## config.mk

```make
export PLATFORM = sky130hd
export DESIGN_NAME = riscv_dmem_arbiter
export DESIGN_NICKNAME = d
export VERILOG_FILES = /design/src/rtl/riscv_dmem_arbiter_pkg.sv /design/src/rtl/riscv_arb_starve_cnt.sv /design/src/rtl/riscv_dmem_arbiter.sv
export VERILOG_INCLUDE_DIRS = /design/src /design/src/rtl
export SDC_FILE = /design/constraint.sdc
export NUM_CORES = 1
export LEC_CHECK = 0
export BUFFER_PORTS_ARGS = -buffer_cell sky130_fd_sc_hd__buf_2
export CAP_MARGIN = 10
export CORE_AREA = 2 2 112 114
export CTS_BUF_LIST = sky130_fd_sc_hd__clkbuf_8
export CTS_CLUSTER_DIAMETER = 60
export DETAILED_ROUTE_END_ITERATION = 8
export DIE_AREA = 0 0 114 116
export GPL_TIMING_DRIVEN = 0
export PLACE_DENSITY = 0.6
export SLEW_MARGIN = 10
export SYNTH_ARGS = -nofsm -noshare
export SYNTH_HDL_FRONTEND = slang
export SYNTH_HIERARCHICAL = 1
export SYNTH_SLANG_ARGS = --single-unit
```

## constraint.sdc

```tcl
create_clock -name i_clk -period 1.95 [get_ports i_clk]
set_clock_uncertainty 0.05 [all_clocks]
set_input_delay 0 -clock i_clk [delete_from_list [all_inputs] [get_ports i_clk]]
set_output_delay 0 -clock i_clk [all_outputs]
set_load 0.03 [all_outputs]
```

## src/rtl/riscv_defines.sv

```systemverilog
// Shared RISC-V core defines: datapath width and data-memory geometry.
// Guarded so every file can include it regardless of compile order.
`ifndef RISCV_DEFINES_SV
`define RISCV_DEFINES_SV

`define XLEN                32
`define DMEM_ADDR_BIT       12
`define DMEM_ARB_STARVE_MAX 4

`endif

```

## src/rtl/riscv_dmem_arbiter_pkg.sv

```systemverilog
// Constants and helpers shared by the data-memory arbiter and its counter.
`include "riscv_defines.sv"

package riscv_dmem_arbiter_pkg;

  localparam int unsigned DMEM_WORD_W = `DMEM_ADDR_BIT - 2;
  localparam int unsigned ADDR_HI_W   = `XLEN - `DMEM_ADDR_BIT;

  // Any set bit above the dmem window means the address does not exist.
  function automatic logic addr_out_of_range(input logic [ADDR_HI_W-1:0] addr_hi);
    return |addr_hi;
  endfunction

endpackage

```

## src/rtl/riscv_arb_starve_cnt.sv

```systemverilog
// Saturating wait counter: counts cycles a requester is passed over and
// raises o_force once the limit is reached. Reusable by any arbiter.
module riscv_arb_starve_cnt #(
  parameter int unsigned P_MAX   = 4,
  parameter int unsigned P_CNT_W = 3
) (
  input  logic i_clk,
  input  logic i_rstn,
  input  logic i_clr,
  output logic o_force
);

  localparam logic [P_CNT_W-1:0] CNT_MAX = P_CNT_W'(P_MAX);

  logic [P_CNT_W-1:0] cnt;

  assign o_force = (cnt == CNT_MAX);

  // NOTE: sequential state uses non-blocking assignments so every flop
  // samples the pre-edge value of its neighbours, matching real hardware.
  always_ff @(posedge i_clk or negedge i_rstn) begin
    if (!i_rstn) begin
      cnt <= '0;
    end else if (i_clr) begin
      cnt <= '0;
    end else if (!o_force) begin
      cnt <= cnt + P_CNT_W'(1);
    end
  end

endmodule

```

## src/rtl/riscv_dmem_arbiter.sv

```systemverilog
// Single-port dmem arbiter: core has fixed priority, the ext loader/debug
// port gets a forced grant after a bounded wait, stalling the core one cycle.
`include "riscv_defines.sv"

module riscv_dmem_arbiter
  import riscv_dmem_arbiter_pkg::*;
#(
  parameter int unsigned P_STARVE_MAX = `DMEM_ARB_STARVE_MAX,
  parameter int unsigned P_CNT_W      = 3
) (
  input  logic                      i_clk,
  input  logic                      i_rstn,
  input  logic [`XLEN-1:0]          i_core_addr,
  input  logic [`XLEN-1:0]          i_core_wdata,
  input  logic [3:0]                i_core_byte_sel,
  input  logic                      i_core_wr_en,
  input  logic                      i_core_rd_en,
  output logic [`XLEN-1:0]          o_core_rdata,
  output logic                      o_core_stall,
  input  logic                      i_ext_valid,
  output logic                      o_ext_ready,
  input  logic                      i_ext_we,
  input  logic [`XLEN-1:0]          i_ext_addr,
  input  logic [`XLEN-1:0]          i_ext_wdata,
  input  logic [3:0]                i_ext_byte_sel,
  output logic                      o_ext_rvalid,
  output logic [`XLEN-1:0]          o_ext_rdata,
  output logic                      o_ext_err,
  output logic [`DMEM_ADDR_BIT-3:0] o_dmem_addr,
  output logic [`XLEN-1:0]          o_dmem_wdata,
  output logic [3:0]                o_dmem_byte_sel,
  output logic                      o_dmem_wr_en,
  input  logic [`XLEN-1:0]          i_dmem_rdata
);

  logic core_req;
  logic ext_gnt;
  logic ext_err_now;
  logic force_gnt;
  logic unused_addr_bits;

  assign core_req    = i_core_wr_en | i_core_rd_en;
  assign ext_err_now = addr_out_of_range(i_ext_addr[`XLEN-1:`DMEM_ADDR_BIT]);
  assign ext_gnt     = i_ext_valid & (~core_req | force_gnt);

  assign o_ext_ready  = ext_gnt;
  assign o_core_stall = core_req & ext_gnt;
  assign o_core_rdata = i_dmem_rdata;

  // Byte offsets and the unchecked core high bits do not reach the memory.
  assign unused_addr_bits = ^{i_core_addr[`XLEN-1:`DMEM_ADDR_BIT], i_core_addr[1:0],
                              i_ext_addr[1:0]};

  riscv_arb_starve_cnt #(
    .P_MAX   (P_STARVE_MAX),
    .P_CNT_W (P_CNT_W)
  ) u_starve_cnt (
    .i_clk   (i_clk),
    .i_rstn  (i_rstn),
    .i_clr   (ext_gnt | ~i_ext_valid),
    .o_force (force_gnt)
  );

  // NOTE: every output of a combinational block gets a default first so no
  // path leaves it unassigned, which would otherwise infer a latch.
  always_comb begin
    o_dmem_addr     = i_core_addr[`DMEM_ADDR_BIT-1:2];
    o_dmem_wdata    = i_core_wdata;
    o_dmem_byte_sel = i_core_byte_sel;
    o_dmem_wr_en    = i_core_wr_en;
    if (ext_gnt) begin
      o_dmem_addr     = i_ext_addr[`DMEM_ADDR_BIT-1:2];
      o_dmem_wdata    = i_ext_wdata;
      o_dmem_byte_sel = i_ext_byte_sel;
      o_dmem_wr_en    = i_ext_we & ~ext_err_now;
    end
  end

  // Ext response is captured on the grant edge; data only for in-range reads.
  always_ff @(posedge i_clk or negedge i_rstn) begin
    if (!i_rstn) begin
      o_ext_rvalid <= 1'b0;
      o_ext_rdata  <= '0;
      o_ext_err    <= 1'b0;
    end else begin
      o_ext_rvalid <= ext_gnt;
      if (ext_gnt) begin
        o_ext_rdata <= (i_ext_we | ext_err_now) ? '0 : i_dmem_rdata;
        o_ext_err   <= ext_err_now;
      end
    end
  end

endmodule

```

## Yosys cells after proc, flatten, opt, wreduce, memory -nomap -nowiden

Cells that the tools add are included.

| word-level totals | value |
|---|---|
| input port bits | 174 |
| output and inout bits | 115 |
| register bits | 37 |
| word-level logic and storage cells | 25 |

| cells by class | value |
|---|---|
| $add $sub $neg | 1 |
| muxes and demuxes | 7 |
| reductions and logical operators | 1 |
| bitwise operators | 10 |
| equality and inequality tests | 2 |

Operators by type and width:

| kind | count |
|---|---|
| two-way mux 32 bit | 2 |
| OR reduction 20 bit | 1 |
| two-way mux 10 bit | 1 |
| two-way mux 3 bit | 2 |
| two-way mux 4 bit | 1 |
| OR 1 bit | 4 |
| adder 3 x 1 -> 3 bit (second input constant) | 1 |
| bitwise AND 1 bit | 3 |
| equality test 3 bit (second input constant) | 1 |
| inverter 1 bit | 3 |
| != test 2 x 1 -> 1 bit (second input constant) | 1 |
| two-way mux 1 bit | 1 |

## Longest topological paths before layout

Gate-level depths: netlist (run 1).

| logic depth | value |
|---|---|
| word-level depth | 6 |
| depth in mapped cells | 8 |
| mapped depth without buffers | 6 |

## Hierarchy

The synthesis (run 1) kept the hierarchy.

Modules (own cells, without submodules):

| module | instances | area an instance (µm²) | cells an instance | sequential area each (µm²) |
|---|---|---|---|---|
| riscv_dmem_arbiter | 1 | 2781.4 | 245 | 850.8 |
| riscv_arb_starve_cnt | 1 | 176.4 | 17 | 75.1 |

## Least setup slack after synthesis (run 1)

Ideal clock, no wire load.

| path | value |
|---|---|
| kind | flip-flop to output port |
| start point | register u_starve_cnt.cnt[0] |
| end point | output port o_dmem_wr_en |
| cell stages (with the launch flop) | 8 |
| buffers on the path | 1 |
| data required time | 1900 ps |
| arrival time | 1894 ps |
| slack | 6 ps |
| cells stage by stage | dfrtp_1 inv_1 ha_1 and2_2 o21ba_2 nand4b_4 buf_6 o2bb2ai_1 |

| between the ends | value |
|---|---|
| word-level cells in the longest chain between the ends | 4 |

RTL lines:

| element | RTL line | RTL |
|---|---|---|
| start: declaration | riscv_arb_starve_cnt.sv:15 | `logic [P_CNT_W-1:0] cnt;` |
| start signal: assignment | riscv_arb_starve_cnt.sv:27 | `cnt <= cnt + P_CNT_W'(1);` |
| equality test 3 bit | riscv_arb_starve_cnt.sv:17 | `assign o_force = (cnt == CNT_MAX);` |
| via force_gnt | riscv_dmem_arbiter.sv:39 | `logic force_gnt;` |
| OR 1 bit | riscv_dmem_arbiter.sv:44 | `assign ext_gnt = i_ext_valid & (~core_req \| force_gnt);` |
| bitwise AND 1 bit | riscv_dmem_arbiter.sv:44 |  |
| two-way mux 1 bit | riscv_dmem_arbiter.sv:71 | `if (ext_gnt) begin` |
| end: declaration | riscv_dmem_arbiter.sv:32 | `output logic o_dmem_wr_en,` |

The timed path passes the listed nets, and every way through them passes these cells.

## Worst setup path after layout (run 1)

| path | value |
|---|---|
| start point | register u_starve_cnt.cnt[1] |
| end point | output port o_dmem_wdata[1] |

| between the ends | value |
|---|---|
| word-level cells in the longest chain between the ends | 4 |

RTL lines:

| element | RTL line | RTL |
|---|---|---|
| equality test 3 bit | riscv_arb_starve_cnt.sv:17 |  |
| via force_gnt | riscv_dmem_arbiter.sv:39 |  |
| OR 1 bit | riscv_dmem_arbiter.sv:44 |  |
| bitwise AND 1 bit | riscv_dmem_arbiter.sv:44 |  |
| two-way mux 32 bit | riscv_dmem_arbiter.sv:71 |  |
| end: declaration | riscv_dmem_arbiter.sv:30 | `` output logic [`XLEN-1:0] o_dmem_wdata, `` |

The timed path passes the listed nets, and every way through them passes these cells.

==> results of run 1 <==
[logic make-up (layout without fill, tap and decap cells)]
group           after synthesis  in the layout  share of synthesized area, %
compound gates               40             40                         19.29
fa+ha+maj                     2              2                        0.8459
buf+inv                      87            404                         16.79
flops                        37             37                         31.30
mux                          46             46                         17.51
simple gates                 50             50                         14.26
[power groups by stage]
stage	logic, W	registers (W)	clock network, W
floorplan	0.000448	0.000799	0
global placement	0.000764	0.000793	0
detailed placement	0.000773	0.000794	0
CTS	0.00101	0.000777	0.000596
global route	0.00108	0.000779	0.000623
finish	0.00102	0.000778	0.000569
[synthesized netlist by cell type]
library cell,instances
a21bo_2,1
a21o_2,1
a21oi_1,2
and2_2,1
and3b_1,1
buf_2,10
buf_4,36
buf_6,3
clkbuf_1,3
dfrtp_1,37
ha_1,2
inv_1,34
inv_2,1
mux2_1,34
mux2_2,12
nand2_1,1
nand2_2,1
nand3_1,3
nand3b_1,32
nand4_1,1
nand4b_4,1
nor2_1,3
nor3_2,1
nor4_2,2
nor4_4,3
o21ai_2,1
o21ba_2,1
o22a_1,1
o2bb2ai_1,1
o32ai_1,2
o32ai_2,30
[state kept, by name, summed over array words and instances, names as in the netlist]
| name | cells |
|---|---|
| u_starve_cnt/cnt | 3 |
| o_ext_rdata | 32 |
| o_ext_rvalid | 1 |
| o_ext_err | 1 |
[through the flow]
stage	setup slack [ps]	hold WS [ps]	std cells	utilization (%)
after global routing	-130.4	27.38	726	46.08
after CTS	-41.99	1.276	724	45.71
after global placement	-58.14	113.9	673	37.47
after detailed placement	-99.73	107.2	673	37.47
after floorplan	6.078	-345.6	262	-
final	-38.11	11.21	726	46.08
[routing by layer]
metal	wire, um	part of all wire [%]	vias to the layer above	global-route usage [%]
met5	13	0.11	-	0
met4	142	1.2	2	4.228
met3	757	6.5	14	3.870
met2	6074	52	147	31.63
met1	4654	40	1529	19.15
li1	-	-	1544	-
[cell usage in the layout, fill, tap and decap left out, types with 2 or more instances in the layout]
master and count:
nor4_2 2, nand3b_1 32, buf_4 49, buf_8 5
o32ai_2 30, clkbuf_1 3, mux2_2 7, inv_1 32
dfrtp_1 37, inv_2 2, buf_2 221, a21oi_1 2
buf_6 47, clkbuf_8 6, dlygate4sd3_1 34, o32ai_1 2
nor4_4 3, mux2_4 25, nor2_1 3, nand3_1 3
mux2_1 14
[worst min-delay path by stage]
| stage | startpoint | end | slack [ps] | cells after the start |
|---|---|---|---|---|
| after floorplan | i_rstn | o_ext_err | -350 | 0 |
| after global placement | i_rstn | o_ext_rdata[3] | 110 | 1 |
| after detailed placement | i_rstn | o_ext_rdata[3] | 110 | 1 |
| after CTS | i_ext_addr[13] | o_ext_err | 1 | 4 |
| after global routing | i_ext_valid | u_starve_cnt/cnt[2] | 30 | 3 |
| final | i_ext_addr[13] | o_ext_err | 10 | 4 |
[final cells by class]
cell class	instances	area [um2]
inverter	35	136.4
multi-input combinational	138	1669
buffer	52	424.2
clock inverter	2	13.76
tap	147	183.9
timing repair buffer	309	2053
fill	1087	6422
sequential	37	925.9
clock buffer	6	82.58
[worst min-delay path, cell delays in order]
cell and delay, ps:
buf_2 80, nor4_2 50, nand3_1 60, o22a_1 110
[repair_timing]
item / in CTS / in global routing
buffers inserted: 8 / 2
hold endpoints to repair: 70 / 0
gates cloned: 1 / 0
setup endpoints to repair: 77 / 73
pin swaps: 2 / 0
hold buffers: 34 / 0
resized for setup: 141 / 7
==> run_results.csv, run 1 <==
group,metric,value,unit
placement,place_area,0.004463,mm2
clock_tree,cts_max_level,2,
setup_path,worst_setup_path_end_kind,"output port",
setup_path,rrSetupSlack,100,ps
pwr,internal_power,0.001575,W
grt,grt_max_degree,38,
pwr,p_seq_share,32.8,%
pwr,clock_power_share,24.0,%
finish,n_antenna_cell,0,
setup_path,r2r-start,"u_starve_cnt/cnt[1]",
setup_path,crit_path_start_kind,"flop",
route,via_per_inst,4.457,
grt,grt_first_pass_wirelength,17440,um
setup_path,setup.worst_path.end,"o_dmem_wdata[1]",
floorplanning,die_h,116,um
pwr,switchingPower,0.0007944,W
min_path,hold_class,"in2reg",
yosys,ys_seq_elements,37,
floorplanning,placeableCoreArea,0.01191,mm2
route,drt_pass1_iterations,4,
sta,max_freq,503.0,MHz
pwr,max-vdd-ir-drop,0.1893,mV
clock_tree,cts.sinks,37,
route,vias,3236,
status,violations,"setup timing",
status,status,"complete, but fails checks",
setup_path,slowest_delay,370,ps
setup_path,critical_path_buf_inv_count,4,
setup_path,slowest_stage,"dfrtp_1",
route,ant_nets,0,
yosys,synthCells,262,
yosys,syn_avg_cell_area,11.29,um2
yosys,yosys_warnings,6,
clock_tree,cts_buffers,5,
sta,rsz0062_at_grt,"yes",
setup_path,cp_max_fo,10,
pwr,swShare,33.52,%
sta,fin_crit,1988,ps
sta,slew_violations,0,
sta,relSlewSlack,43.11,%
yosys,syn_nets,438,
pwr,p_comb_share,43.2,%
floorplanning,ioPinCount,289,
placement,gp_congestion,0.8325,
sta,tightest_slew,853.3,ps
floorplanning,rows,40,
finish,drive_gt1_share,71.16,%
setup_path,required,1900,ps
yosys,netlist_area,0.002958,mm2
sta,setup_viol_count_final,22,
route,wl_per_cell,16.04,um
pwr,power_leakage,2.714,nW
setup_path,arrival,1940,ps
setup_path,crit_family,"buffers and inverters",
clock_tree,root_buffer,"clkbuf_8",
clock_tree,clockBufferDepth,2,
route,drc_errors,0,
clock_tree,cts.clk_slew.worst_paths,70,ps
grt,grt_usage,16.80,%
placement,io_buffer_count,264,
grt,grt_antenna_before_repair,1,
floorplanning,die_area,0.01322,mm2
floorplanning,die_w,114,um
finish,nets,754,
setup_path,cp_cell_sequence,"inv_2, ha_4, and2_4, o21ai_4, inv_6, buf_8, mux2_1, buf_6",
finish,area_growth,85.58,%
grt,grt_pass1_vias,3462,
grt,grt-ovfl-total,0,
setup_path,critical_path_depth,8,
placement,hpwl,8463,um
sta,period_share,102.0,%
clock_tree,cts_tree,"yes",
yosys,yosysTopAreaCell,"dfrtp_1",
clock_tree,clock_latency,280,ps
route,first_iter_violations,129,
pwr,power,0.002370,W
yosys,synth.distinct_cells,31,
yosys,synthTopCellsByArea,"dfrtp_1, o32ai_2, mux2_1",
finish,final_area,0.005489,mm2
sta,layout_setup_ws,-38.11,ps
floorplanning,initial_core_util,24.83,%
pwr,power_density,431.8,mW/mm2
sta,hold_viol,0,
setup_path,regToRegEndpoint,"o_ext_rdata[1]",
yosys,synth_top_area_share,31.30,%
setup_path,rr_worst_depth,8,
flow_run,drv_cap,0,
yosys,seq_area_frac_synth,31.30,%
sta,fin_tns_setup,-461.6,ps
route,totalWireLength,11640,um
setup_path,crit_start,"u_starve_cnt/cnt[1]",
setup_path,crit_type,"reg2out",
(Power assumes the default switching activity.)
==> run 2, diff against run 1 <==
--- a/config.mk
+++ b/config.mk
@@ -6,7 +6,7 @@
 export SDC_FILE = /design/constraint.sdc
 export NUM_CORES = 1
 export LEC_CHECK = 0
-export BUFFER_PORTS_ARGS = -buffer_cell sky130_fd_sc_hd__buf_2
+export BUFFER_PORTS_ARGS = -buffer_cell sky130_fd_sc_hd__buf_4
 export CAP_MARGIN = 10
 export CORE_AREA = 2 2 112 114
 export CTS_BUF_LIST = sky130_fd_sc_hd__clkbuf_8
==> run 2 against run 1 <==
  * Global-route usage is 0.37 points lower
  * Maximum frequency is 1.3% lower
  * First-iteration DRC count is 0.78% higher
  * The flow still finishes with violations (setup timing)
  * Worst setup slack worse by 26 ps
  * Hold slack worse by 3.1 ps
  * Critical endpoint is now o_dmem_wdata[19]
  * Sequential share of layout area is 1.1 points lower
  * Wire length is 3.0% lower
  * Critical path type unchanged
  * Cell count is 0.14% higher
==> run_results.csv, run 2 (synthesis gave the netlist of run 1 again) <==
group,metric,value,unit
status,status,"complete, but fails checks",
status,violations,"setup timing",
setup_path,rr_worst_depth,8,
grt,grt_first_pass_wirelength,17240,um
finish,fin_cells,727,
floorplanning,rows,40,
grt,grt-ovfl-total,0,
floorplanning,initial_core_util,24.83,%
placement,place_area,0.005124,mm2
flow_run,drv_cap,0,
sta,rsz0062_at_grt,"yes",
setup_path,required,1900,ps
finish,final_area,0.005866,mm2
route,vias,3214,
setup_path,r2r-start,"u_starve_cnt/cnt[1]",
finish,multi_input_comb_area,0.001583,mm2
grt,grt_max_degree,38,
floorplanning,die_w,114,um
placement,dp_worst_setup_slack,-95.93,ps
finish,largest_reg_flops,32,
sta,hold_viol,0,
setup_path,regToRegEndpoint,"o_ext_rdata[23]",
placement,gp_congestion,0.8634,
clock_tree,cts_buffers,5,
grt,grt_usage,16.43,%
finish,top_regs,"o_ext_rdata x32, u_starve_cnt/cnt x3",
finish,drive_gt1_share,67.76,%
setup_path,cp_max_fo,6,
setup_path,slowest_stage,"dfrtp_1",
pwr,max-vdd-ir-drop,0.2342,mV
placement,hpwl,8817,um
sta,fin_crit,2014,ps
sta,setup_viol_count_final,27,
sta,layout_setup_ws,-64.34,ps
sta,slew_violations,0,
finish,nets,755,
grt,grt_pass1_vias,3451,
setup_path,crit_path_start_kind,"flop",
setup_path,rrSetupSlack,100,ps
clock_tree,cts.clk_slew.worst_paths,70,ps
placement,dpl.cell_count,673,
clock_tree,clock_latency,280,ps
finish,layout_commonest_cell,"buf_4",
route,first_iter_violations,130,
finish,regMostFlops,"o_ext_rdata",
route,ant_nets,0,
clock_tree,cts.sinks,37,
min_path,hold-path-endpoint,"o_ext_err",
setup_path,arrival,1960,ps
clock_tree,clockBufferDepth,2,
route,wl_per_cell,15.53,um
finish,area_growth,98.31,%
sta,relSlewSlack,67.02,%
sta,period_share,103.3,%
setup_path,crit_type,"reg2out",
clock_tree,root_buffer,"clkbuf_8",
min_path,hold_class,"in2reg",
clock_tree,cts_max_level,2,
sta,tightest_slew,494.7,ps
setup_path,slowest_delay,360,ps
floorplanning,die_area,0.01322,mm2
sta,max_freq,496.4,MHz
floorplanning,die_h,116,um
placement,io_buffer_count,264,
pwr,power_leakage,2.761,nW
finish,final_cell_mix,"buf_4, dlygate4sd3_1, dfrtp_1",
route,drc_errors,0,
setup_path,worst_setup_path_end_kind,"output port",
setup_path,cp_cell_sequence,"inv_2, ha_4, and2_4, o21ai_4, inv_6, buf_12, buf_8, mux2_4, buf_6",
pwr,power_density,428.4,mW/mm2
route,drt_pass1_iterations,4,
min_path,min_path_cells,4,
floorplanning,ioPinCount,289,
clock_tree,cts_tree,"yes",
grt,grt_antenna_before_repair,0,
finish,n_antenna_cell,0,
finish,fillers,1113,
floorplanning,placeableCoreArea,0.01191,mm2
route,via_per_inst,4.421,
finish,final_util,49.24,%
finish,ff_latch_area,925.9,um2
min_path,hp-start,"i_ext_addr[13]",
route,totalWireLength,11290,um
==> run 2: changes by cell type in the layout (fill, tap and decap cells not counted), sizes merged <==
| cell | previous run | this run |
|---|---|---|
| dlygate4sd3 | 34 | 37 |
| buf | 324 | 322 |
| clkinv | 2 | 0 |
| bufinv | 0 | 1 |
| inv | 35 | 36 |
==> run 2: layout make-up <==
| class | instances | share of cell area, % |
|---|---|---|
| multi-input combinational | 138 | 26.98 |
| timing repair buffer | 310 | 42.77 |
| clock buffer | 6 | 1.408 |
| buffer | 52 | 7.018 |
| sequential | 37 | 15.78 |
| clock inverter | 2 | 0.5759 |
| tap | 147 | 3.136 |
| inverter | 35 | 2.325 |
==> run 2: worst max path at each step <==
stage	startpoint	slack, ps	to	depth (start not counted)
global placement	u_starve_cnt/cnt[0]	-50	o_dmem_addr[6]	8
floorplan	u_starve_cnt/cnt[0]	6	o_dmem_wr_en	7
CTS	u_starve_cnt/cnt[1]	-100	o_dmem_wdata[19]	9
finish	u_starve_cnt/cnt[0]	-60	o_dmem_wdata[19]	9
global route	u_starve_cnt/cnt[0]	-160	o_dmem_wdata[19]	9
detailed placement	u_starve_cnt/cnt[0]	-100	o_dmem_addr[6]	8
==> run 2: where the power goes <==
part	leakage [nW]	total, W	internal, W	switching (W)
combinational	2.19	0.00105	0.000561	0.000489
clock	0.0626	0.000685	0.000412	0.000273
sequential	0.510	0.000778	0.000774	0.00000463
total	2.76	0.00251	0.00175	0.000767
==> run 2: what timing repair did <==
item | 4_1_cts | 5_1_grt
endpoints found under the hold margin | 70 | 0
buffers inserted | 8 | 0
setup endpoints to repair | 77 | 48
hold buffers | 37 | 0
pin swaps | 2 | 0
cloned | 1 | 0
resized for setup | 41 | 4
==> run 2: metrics by stage <==
| stage | hold slack [ps] | TNS [ps] | total power [W] |
|---|---|---|---|
| final | 8.126 | -444.2 | 0.002513 |
| after global routing | 20.72 | -4540 | 0.002638 |
| after CTS | 2.353 | -1607 | 0.002550 |
| after detailed placement | -42.47 | -4122 | 0.001723 |
| after global placement | -49.51 | -1227 | 0.001713 |
| after floorplan | -345.6 | 0 | 0.001247 |
==> run 2: metal layers <==
layer / vias to the layer above / wire [um] / global-route usage, %
li1: 1539 / - / -
met1: 1522 / 4502 / 19.18
met2: 147 / 5882 / 31.03
met3: 6 / 819 / 3.609
met4: 0 / 89 / 3.089
met5: - / 0 / 0
==> run 2: worst max-delay path, delay by kind of cell (launching register included) <==
kind	cells	cell delay, ps
and+or+nand+nor	1	160
adders and majority gates	1	150
AOI/OAI and AO/OA	1	170
DFF	1	360
muxes	1	300
buffers and inverters	5	530
==> run 3, diff against run 2 <==
--- a/config.mk
+++ b/config.mk
@@ -13,7 +13,6 @@
 export CTS_CLUSTER_DIAMETER = 60
 export DETAILED_ROUTE_END_ITERATION = 8
 export DIE_AREA = 0 0 114 116
-export GPL_TIMING_DRIVEN = 0
 export PLACE_DENSITY = 0.6
 export SLEW_MARGIN = 10
 export SYNTH_ARGS = -nofsm -noshare
==> run 3 against run 2 <==
  * The flow still finishes with violations (setup timing)
  * Largest cell class unchanged
  * Via count is 1.2% lower
  * Maximum frequency is 4.2% lower
  * Sequential power hardly changed
  * Sequential share of layout area decreased by 0.68 points
  * Non-clock buffer count is 31 lower
==> run_results.csv, run 3 (synthesis gave the netlist of run 1 again) <==
group,metric,value,unit
grt,grt_usage,17.23,%
setup_path,crit_path_start_kind,"flop",
placement,dp_worst_setup_slack,85.56,ps
placement,dpl.cell_count,631,
sta,slew_violations,0,
sta,hold_viol,0,
setup_path,r2r-start,"u_starve_cnt/cnt[0]",
finish,final_cell_mix,"buf_4, buf_6, dfrtp_1",
grt,grt_antenna_before_repair,0,
pwr,max-vdd-ir-drop,0.2063,mV
pwr,power_density,409.0,mW/mm2
clock_tree,cts.sinks,37,
clock_tree,cts_tree,"yes",
setup_path,worst_setup_path_end_kind,"output port",
route,vias,3176,
setup_path,cp_max_fo,7,
route,wl_per_cell,17.86,um
route,via_per_inst,4.570,
pwr,p_seq_share,31.0,%
route,ant_nets,0,
setup_path,required,1900,ps
sta,rsz0062_at_grt,"yes",
finish,layout_commonest_cell,"buf_4",
grt,grt-ovfl-total,0,
floorplanning,initial_core_util,24.83,%
finish,drive_gt1_share,72.26,%
pwr,p_comb_share,46.3,%
route,drc_errors,0,
route,drt_pass1_iterations,4,
finish,largest_reg_flops,32,
setup_path,crit_type,"reg2out",
status,violations,"setup timing",
finish,nets,724,
status,status,"complete, but fails checks",
sta,relSlewSlack,59.27,%
grt,grt_pass1_vias,3453,
clock_tree,cts_max_level,2,
pwr,internal_power,0.001692,W
sta,max_freq,475.4,MHz
placement,gp_congestion,0.7777,
pwr,clock_power_share,22.7,%
min_path,hold_class,"in2reg",
route,first_iter_violations,118,
sta,setup_viol_count_final,47,
placement,hpwl,7942,um
min_path,hp-start,"i_ext_addr[27]",
floorplanning,die_h,116,um
pwr,switchingPower,0.0008148,W
pwr,power_leakage,2.836,nW
grt,grt_max_degree,38,
sta,fin_crit,2104,ps
pwr,swShare,32.50,%
placement,io_buffer_count,264,
floorplanning,ioPinCount,289,
finish,top_regs,"o_ext_rdata x32, u_starve_cnt/cnt x3",
setup_path,crit_start,"u_starve_cnt/cnt[0]",
floorplanning,placeableCoreArea,0.01191,mm2
setup_path,arrival,2050,ps
min_path,min_path_cells,4,
min_path,hold-path-endpoint,"o_ext_err",
sta,layout_setup_ws,-153.5,ps
floorplanning,die_w,114,um
clock_tree,root_buffer,"clkbuf_8",
clock_tree,cts.clk_slew.worst_paths,80,ps
setup_path,regToRegEndpoint,"o_ext_rdata[15]",
floorplanning,die_area,0.01322,mm2
finish,regMostFlops,"o_ext_rdata",
floorplanning,rows,40,
clock_tree,cts_buffers,5,
setup_path,rrSetupSlack,40,ps
grt,grt_first_pass_wirelength,17870,um
pwr,power,0.002507,W
sta,fin_tns_setup,-5081,ps
route,totalWireLength,12410,um
sta,tightest_slew,611.0,ps
finish,fin_cells,695,
finish,area_growth,107.2,%
clock_tree,clock_latency,280,ps
finish,n_antenna_cell,0,
setup_path,rr_worst_depth,10,
sta,period_share,107.9,%
clock_tree,clockBufferDepth,2,
flow_run,drv_cap,0,
[run 3: critical path, cell delays in order, from the launching register on]
cell	delay [ps]
dfrtp_1	360
inv_1	50
ha_2	180
and2_4	160
o21ai_4	150
clkinv_4	120
buf_12	160
buf_12	130
mux2_4	310
buf_6	140
[run 3: final cells by class]
cell class	instances	area (um2)
Sequential cell	37	925.9
Inverter	35	136.4
Multi-Input combinational cell	138	1757
Fill cell	1025	5782
Clock inverter	1	7.507
Tap cell	147	183.9
Clock buffer	6	82.58
Timing Repair Buffer	331	3037
[run 3: worst max path at each step]
stage | to | slack (ps) | cells past startpoint
2_1_floorplan | o_dmem_wr_en | 6 | 7
3_3_place_gp | o_dmem_wdata[4] | 110 | 8
3_5_place_dp | o_dmem_wdata[25] | 90 | 8
4_1_cts | o_dmem_wdata[14] | -170 | 8
5_1_grt | o_dmem_addr[1] | -220 | 9
6_report | o_dmem_byte_sel[0] | -150 | 9
[run 3: stage by stage]
stage / instance area [um2] / util, % / hold slack (ps)
2_1_floorplan: 2958 / - / -345.6
3_3_place_gp: 4872 / 40.90 / -45.73
3_5_place_dp: 4872 / 40.90 / -40.34
4_1_cts: 5898 / 49.52 / 4.110
5_1_grt: 6130 / 51.46 / 16.30
6_report: 6130 / 51.46 / 9.549
[run 3: what timing repair did]
item,CTS,global route
endpoints found under the setup margin,47,75
pin swaps,1,3
gates cloned,6,2
setup buffers,8,6
gates resized for setup,86,27
endpoints found under the hold margin,70,0
hold buffers,36,0
[run 3: power groups by stage]
stage | combinational, W | clock [W] | sequential [W]
finish | 0.00116 | 0.000569 | 0.000777
global route | 0.00121 | 0.000628 | 0.000778
CTS | 0.00110 | 0.000590 | 0.000777
detailed placement | 0.000886 | 0 | 0.000793
global placement | 0.000876 | 0 | 0.000793
floorplan | 0.000448 | 0 | 0.000799
[run 3: metal layers]
metal  vias to the layer above  track usage [%]  wire length [um]
met3                        11            3.713               779
met4                         0            3.252               127
li1                       1484                -                 -
met5                         -                0                 0
met1                      1530            19.77              4957
met2                       151            33.02              6546
